### src/rtl/seq_run_ctrl.sv
// seq_run_ctrl: armed run-of-ones detector with a start / done / ack handshake
// and a saturating hit counter.
// Optional feature macro: SEQ_RUN_CTRL_TMO_EN adds the ARMED-cycle timer and
// the miss (timeout) result. Without it the tmo port is accepted but ignored,
// and ARMED is left only on a hit, an abort or a reset.
module seq_run_ctrl #(
  parameter int LEN_W = 4,
  parameter int TMO_W = 8,
  parameter int CNT_W = 8
) (
  input  logic             clk,
  input  logic             rst,
  input  logic             x,
  input  logic             start,
  input  logic [LEN_W-1:0] len,
  input  logic [TMO_W-1:0] tmo,
  input  logic             abort,
  input  logic             ack,
  output logic             busy,
  output logic             done,
  output logic             hit,
  output logic [LEN_W-1:0] run_cnt,
  output logic [CNT_W-1:0] hit_count
);

  typedef enum logic [1:0] {
    S_IDLE  = 2'd0,
    S_ARMED = 2'd1,
    S_DONE  = 2'd2
  } state_t;

  state_t             state_q;
  logic               busy_q;
  logic               done_q;
  logic               hit_q;
  logic [LEN_W-1:0]   len_q;
  logic [LEN_W-1:0]   run_cnt_q;
  logic [CNT_W-1:0]   hit_count_q;

  // Incremented run length; a hit is declared when it equals the target, so
  // the counter never has to count past len_q and cannot wrap.
  logic [LEN_W-1:0]   run_inc_d;
  // Hit counter plus one, pinned at all-ones once saturated.
  logic [CNT_W-1:0]   hit_count_d;

  assign run_inc_d   = run_cnt_q + 1'b1;
  assign hit_count_d = (&hit_count_q) ? hit_count_q : hit_count_q + 1'b1;

`ifdef SEQ_RUN_CTRL_TMO_EN
  logic [TMO_W-1:0]   tmo_q;
  logic [TMO_W-1:0]   timer_q;
  logic [TMO_W-1:0]   timer_d;
  logic               timeout_d;

  // Timer counts ARMED cycles; the timeout fires on the cycle the count
  // reaches the latched window (a zero window never fires).
  assign timer_d   = timer_q + 1'b1;
  assign timeout_d = (tmo_q != '0) && (timer_d == tmo_q);
`else
  // The tmo port has no function in this build.
  logic unused_tmo;
  assign unused_tmo = ^tmo;
`endif

  // Control FSM with all outputs held in registers.
  always_ff @(posedge clk) begin
    if (rst) begin
      state_q     <= S_IDLE;
      busy_q      <= 1'b0;
      done_q      <= 1'b0;
      hit_q       <= 1'b0;
      len_q       <= '0;
      run_cnt_q   <= '0;
      hit_count_q <= '0;
`ifdef SEQ_RUN_CTRL_TMO_EN
      tmo_q       <= '0;
      timer_q     <= '0;
`endif
    end else begin
      case (state_q)
        S_IDLE: begin
          if (start) begin
            len_q     <= len;
            run_cnt_q <= '0;
            busy_q    <= 1'b1;
`ifdef SEQ_RUN_CTRL_TMO_EN
            tmo_q     <= tmo;
            timer_q   <= '0;
`endif
            if (len == '0) begin
              // Zero-length run is satisfied immediately.
              state_q     <= S_DONE;
              done_q      <= 1'b1;
              hit_q       <= 1'b1;
              hit_count_q <= hit_count_d;
            end else begin
              state_q <= S_ARMED;
            end
          end
        end

        S_ARMED: begin
`ifdef SEQ_RUN_CTRL_TMO_EN
          timer_q <= timer_d;
`endif
          if (abort) begin
            state_q   <= S_IDLE;
            busy_q    <= 1'b0;
            run_cnt_q <= '0;
          end else if (x && (run_inc_d == len_q)) begin
            // Hit outranks a timeout landing on the same cycle.
            state_q     <= S_DONE;
            done_q      <= 1'b1;
            hit_q       <= 1'b1;
            run_cnt_q   <= run_inc_d;
            hit_count_q <= hit_count_d;
          end else begin
            run_cnt_q <= x ? run_inc_d : '0;
`ifdef SEQ_RUN_CTRL_TMO_EN
            if (timeout_d) begin
              state_q <= S_DONE;
              done_q  <= 1'b1;
              hit_q   <= 1'b0;
            end
`endif
          end
        end

        S_DONE: begin
          // Result is held until acknowledged; start and abort are ignored.
          if (ack) begin
            state_q <= S_IDLE;
            busy_q  <= 1'b0;
            done_q  <= 1'b0;
            hit_q   <= 1'b0;
          end
        end

        default: begin
          state_q <= S_IDLE;
          busy_q  <= 1'b0;
          done_q  <= 1'b0;
          hit_q   <= 1'b0;
        end
      endcase
    end
  end

  assign busy      = busy_q;
  assign done      = done_q;
  assign hit       = hit_q;
  assign run_cnt   = run_cnt_q;
  assign hit_count = hit_count_q;

endmodule

### config.mk
export PLATFORM = sky130hd
export DESIGN_NAME = seq_run_ctrl
export DESIGN_NICKNAME = d
export VERILOG_FILES = /design/src/rtl/seq_run_ctrl.sv
export SDC_FILE = /design/constraint.sdc
export NUM_CORES = 1
export LEC_CHECK = 0
export ABC_AREA = 1
export CELL_PAD_IN_SITES_DETAIL_PLACEMENT = 0
export CELL_PAD_IN_SITES_GLOBAL_PLACEMENT = 2
export CORE_MARGIN = 3
export CORE_UTILIZATION = 27
export DETAILED_ROUTE_END_ITERATION = 10
export PLACE_DENSITY = 0.83
export SETUP_SLACK_MARGIN = 0.02
export SKIP_LAST_GASP = 1
export SLEW_MARGIN = 20
export SYNTH_ARGS = -nofsm -noshare
export SYNTH_HDL_FRONTEND = slang
export SYNTH_SLANG_ARGS = --single-unit
### constraint.sdc
create_clock -name clk -period 4.4 [get_ports clk]
set_input_delay 0.66 -clock clk [delete_from_list [all_inputs] [get_ports clk]]
set_output_delay 0.66 -clock clk [all_outputs]
set_load 0.005 [all_outputs]
* After elaboration in Yosys (flattened, before gate mapping)
Index checks and enable logic that the tools add are counted.
Operators by class: equality and inequality tests 10, multiplexer cells 26, reduce and logical (&&, ||, !) cells 11, add/subtract/negate cells 2
Operators by type and width (count):
- 8-bit 2-to-1 mux | 5
- 4-bit 2-to-1 mux | 4
- 8-bit one-hot mux with 2 select lines | 1
- 2-bit inequality test (second input constant) | 6
- 2-bit 2-to-1 mux | 5
- 5-bit AND reduction | 2
- 8-bit by 1-bit adder with 8-bit output (second input constant) | 1
- 4-bit one-hot mux with 2 select lines | 1
- 8-bit AND reduction | 1
- 1-bit 2-to-1 mux | 7
- 1-bit one-hot mux with 3 select lines | 2
- 2-bit one-hot mux with 3 select lines | 1
- 3-bit AND reduction | 2
- 4-bit by 1-bit adder with 4-bit output (second input constant) | 1
- 4-bit equality test | 1
- 4-bit logical NOT | 1
- 2-bit AND reduction | 2
- 3-bit inequality test (second input constant) | 1
- 2-bit by 1-bit equality test with 1-bit output (second input constant) | 1
- 2-bit equality test (second input constant) | 1
- 2-bit logical NOT | 1
- 2-bit nonzero test | 1
- 1-bit logical AND | 1
Word-level totals: logic and storage cells 55, bits in registers 20, input port bits 18, output and inout bits 15

* Longest topological paths before layout
depth in word-level cells 6, depth in mapped cells 12, depth with buffers taken out 12

* Worst setup path after synthesis
Ideal clock, no wire load.
kind register -> register, start point register run_cnt_q[0] (netlist: run_cnt[0]), end point register hit_count_q[2] (netlist: hit_count[2]), buffers on the path 0, required time 4.287 ns, setup time 0.113 ns, arrival 1.508 ns, stages on the path, launching flop included 11, clock period less this slack 1.621 ns, setup slack 2.779 ns, cell sequence dfxtp_1 ha_1 or2_2 nand3_1 nor2_1 nand2_2 nand2_4 nand4_1 nand2_1 nand2_1 nor2_1
On the way: longest elaborated chain between the ends 5
RTL lines:
- start, declared | RTL line 37 | logic [LEN_W-1:0] run_cnt_q;
- start signal, assigned | RTL line 115 | run_cnt_q <= run_inc_d;
- start signal, assigned | RTL line 118 | run_cnt_q <= x ? run_inc_d : '0;
- 4-bit by 1-bit adder with 4-bit output | RTL line 46 | assign run_inc_d = run_cnt_q + 1'b1;
- 4-bit equality test | RTL line 110 | end else if (x && (run_inc_d == len_q)) begin
- 1-bit logical AND | RTL line 110
- 2-bit inequality test (no source line)
- 5-bit AND reduction (no source line)
- end signal, assigned | RTL line 95 | hit_count_q <= hit_count_d;
- end signal, assigned | RTL line 116 | hit_count_q <= hit_count_d;
- end, declared | RTL line 38 | logic [CNT_W-1:0] hit_count_q;
Every way passes these cells. A chain may end at the register's enable or synchronous reset.

==> impl_results.rst <==
.. list-table::
   :header-rows: 1

   * - Metric
     - Value
   * - Run status
     - completed
   * - Final core utilization
     - 0.371
   * - Endpoints failing setup
     - 0
   * - Netlist area before placement
     - 0.00118 mm^2
   * - Overall Power
     - 0.527 mW
   * - Average wire length per cell after detail routing
     - 11.5 um
   * - Sw frac
     - 0.343
   * - Synthesized instance count
     - 175
   * - Initial antenna violation count
     - 0
   * - Post-synthesis cell type count
     - 29
   * - Highest net fanout along the worst path
     - 11
   * - Avg Vias per Cell
     - 4.53
   * - Maximum clock path buffer count
     - 2
   * - Share of final-layout standard cells stronger than drive strength 1
     - 0.0995
   * - Tmin final
     - 2.01 ns
   * - Tightest Pin Transition
     - 0.570 ns
   * - Count of routing violations after the opening detailed-route iteration
     - 19
   * - Max-slew violation total from the final report
     - 0
   * - Critical path endpoint category
     - flop
   * - Filler cell count
     - 427
   * - Normalized max-slew margin
     - 0.619
   * - Total count of hold-check failures in the final report
     - 0
   * - Cells resized by post-CTS repair
     - 0
   * - Via Count
     - 1,136
   * - Area growth from synthesis to final layout
     - 29.4%
   * - Remaining routing DRC violations
     - 0
   * - Remaining number of nets flagged by the antenna check after routing
     - 0
   * - X dimension of the die
     - 72.1 um
   * - Largest area contributor in the synthesized netlist
     - sky130_fd_sc_hd__dfxtp_1
   * - Type of the worst min-delay path
     - flop to flop
   * - Combinational share of power
     - 0.319
   * - Clock tree from TritonCTS
     - yes
   * - Vert. Die Dim
     - 72.1 um
   * - Final wirelength
     - 2.89 mm
   * - Hold-fix buffer count after cts
     - 0
   * - Biggest area contributors in the synthesized netlist
     - sky130_fd_sc_hd__dfxtp_1 (34%), sky130_fd_sc_hd__nand2_1 (12%), sky130_fd_sc_hd__inv_1 (8.9%), sky130_fd_sc_hd__nor2_1 (8.6%), sky130_fd_sc_hd__nand4_1 (4.2%)
   * - Highest attainable clock frequency
     - 498 MHz
   * - Top-area cell type share of the netlist area
     - 0.340
   * - Highest-count cells in the layout ignoring fill and taps
     - sky130_fd_sc_hd__nand2_1 (38), sky130_fd_sc_hd__inv_1 (28), sky130_fd_sc_hd__nor2_1 (27)
   * - H-tree lvl count
     - 1
   * - Number of detailed-route iterations in the first pass
     - 4
   * - Post-route setup slack
     - 2.39 ns
   * - Pwr per Cell Area
     - 345 mW/mm^2
   * - Net count reported at finish
     - 222
   * - Fraction of power consumed by sequential logic
     - 0.410
   * - Pin count of the biggest net entering global routing
     - 12
   * - Site row count
     - 23
   * - Place WS
     - 2.10 ns
   * - Input/output buffers
     - 24
   * - Internal
     - 0.346 mW
   * - CTS buffer count
     - 3
   * - Clock sink count
     - 20
   * - Overall die area
     - 0.00519 mm^2
   * - Io pins
     - 33
   * - Max-Cap Viols
     - 0
   * - CORE AREA
     - 0.00412 mm^2
   * - First-pass GRT wire length
     - 4.75 mm
   * - Final weighted congestion in routability-driven placement
     - 0.788
   * - Worst EP arrival
     - 2.16 ns
   * - Data required time of the critical path
     - 4.55 ns
   * - Average footprint of a synthesized cell
     - 6.74 um^2
   * - Unrepaired setup endpoints after global routing
     - false
   * - Via count of the first global-routing pass
     - 1,057
   * - Starting Density
     - 0.286
   * - Number of antenna cells inserted
     - 0
   * - Number of warning messages in the yosys log
     - 0
   * - Total nets after synthesis
     - 195
   * - Leakage component of the power
     - 0.605 nW
   * - Number of flip-flops and latches in the synthesized netlist
     - 20
   * - Peak VDD IR
     - 0.000136 V
   * - Master cell of the clock root buffer
     - sky130_fd_sc_hd__clkbuf_8
   * - Net load switching power
     - 0.180 mW
   * - Setup total negative slack
     - 0 ns
   * - Category of the most critical setup path
     - primary input to flop
   * - Clk pwr share
     - 0.270
   * - Period Utilization, post-route
     - 0.456
   * - CP startpoint kind
     - primary input
   * - DPL Wire Length
     - 2.18 mm
   * - Gr ovfl total
     - 0
   * - Most common library cell in the layout ignoring fill and taps
     - sky130_fd_sc_hd__nand2_1
   * - Clock transition at the registers of the reported paths
     - 0.08 ns
   * - Largest clock skew in the final design
     - 0.00741 ns
   * - GR Util All Layers
     - 0.117
   * - Sequential fraction of the synthesis area
     - 0.340
   * - Number of setup buffers added after CTS
     - 0
   * - Clk_lat worst skew
     - 0.26 ns
-- logic make-up after synthesis --
group / synth area share
and+or+nand+nor: 0.392
AOI/OAI and AO/OA: 0.139
DFF: 0.340
adders and majority gates: 0.0212
buffers and inverters: 0.108
-- layout make-up --
cell class	count	area, um^2	area share
Sequential cell	20	400	0.263
Tap cell	50	62.6	0.0410
Timing Repair Buffer	24	240	0.158
Multi-Input combinational cell	122	651	0.427
Inverter	31	116	0.0763
Clock buffer	4	55.1	0.0361
-- through the flow --
step / hold slack (ns) / cells / instance area [um^2]
2_1_floorplan: 0.443 / 175 / 1180
3_3_place_gp: 0.459 / 247 / 1470
3_5_place_dp: 0.466 / 247 / 1470
4_1_cts: 0.477 / 251 / 1530
5_1_grt: 0.498 / 251 / 1530
6_report: 0.477 / 251 / 1530
-- flip-flops by register name, indices dropped and copies added (netlist names) --
name / cells
hit_count: 8
len_q: 4
run_cnt: 4
state_q: 2
busy: 1
hit: 1
-- worst paths after layout --
| check | start | end | slack [ns] | depth (start not counted) |
|---|---|---|---|---|
| max | rst | len_q[3]$_SDFFE_PP0P_ | 2.39 | 4 |
| min | len_q[0]$_SDFFE_PP0P_ | len_q[0]$_SDFFE_PP0P_ | 0.48 | 2 |
| max reg2reg | run_cnt[0]$_SDFFE_PP0P_ | hit_count[7]$_SDFFE_PP0P_ | 2.56 | 9 |
| min reg2reg | len_q[0]$_SDFFE_PP0P_ | len_q[0]$_SDFFE_PP0P_ | 0.48 | 2 |
-- critical path: stages --
cell and delay [ns]:
sky130_fd_sc_hd__clkdlybuf4s50_1 0.83, sky130_fd_sc_hd__clkinv_1 0.43, sky130_fd_sc_hd__o21ai_0 0.18, sky130_fd_sc_hd__a21oi_1 0.05
-- metal layers --
| metal | wire [um] | part of all wire | vias up | track usage |
|---|---|---|---|---|
| met1 | 1470 | 0.51 | 500 | 0.153 |
| met2 | 1260 | 0.44 | 18 | 0.187 |
| met4 | 59 | 0.020 | 0 | 0.0564 |
| met5 | 0 | 0 | - | 0 |
| li1 | - | - | 613 | - |
| met3 | 104 | 0.036 | 5 | 0.0166 |
-- cell usage after synthesis --
cell type                  number
sky130_fd_sc_hd__nand4_1        8
sky130_fd_sc_hd__a21boi_2       1
sky130_fd_sc_hd__nand2_4        1
sky130_fd_sc_hd__a31oi_4        1
sky130_fd_sc_hd__buf_4          1
sky130_fd_sc_hd__dfxtp_1       20
sky130_fd_sc_hd__nor2_4         1
sky130_fd_sc_hd__nand4_4        1
sky130_fd_sc_hd__or2_2          1
sky130_fd_sc_hd__nand3_2        2
sky130_fd_sc_hd__nor3_1         4
sky130_fd_sc_hd__a21oi_1        9
sky130_fd_sc_hd__inv_1         28
sky130_fd_sc_hd__o21bai_1       3
sky130_fd_sc_hd__nor2_1        27
sky130_fd_sc_hd__a21oi_2        2
sky130_fd_sc_hd__a211oi_1       1
sky130_fd_sc_hd__nand4_2        1
sky130_fd_sc_hd__o21ai_1        1
sky130_fd_sc_hd__o21ai_2        1
sky130_fd_sc_hd__inv_2          2
sky130_fd_sc_hd__nand3b_1       1
sky130_fd_sc_hd__ha_1           2
sky130_fd_sc_hd__nand2_2        2
sky130_fd_sc_hd__nand2_1       38
sky130_fd_sc_hd__o21ai_0        5
sky130_fd_sc_hd__clkbuf_1       1
sky130_fd_sc_hd__clkinv_1       1
sky130_fd_sc_hd__nand3_1        9
-- power groups by stage --
stage / logic, mW / clock network [mW] / registers (mW)
after detailed placement: 0.168 / 0 / 0.220
after floorplan: 0.113 / 0 / 0.218
after CTS: 0.170 / 0.149 / 0.216
after global routing: 0.188 / 0.154 / 0.219
final: 0.168 / 0.142 / 0.216
after global placement: 0.166 / 0 / 0.220
(Power assumes the default switching activity.)
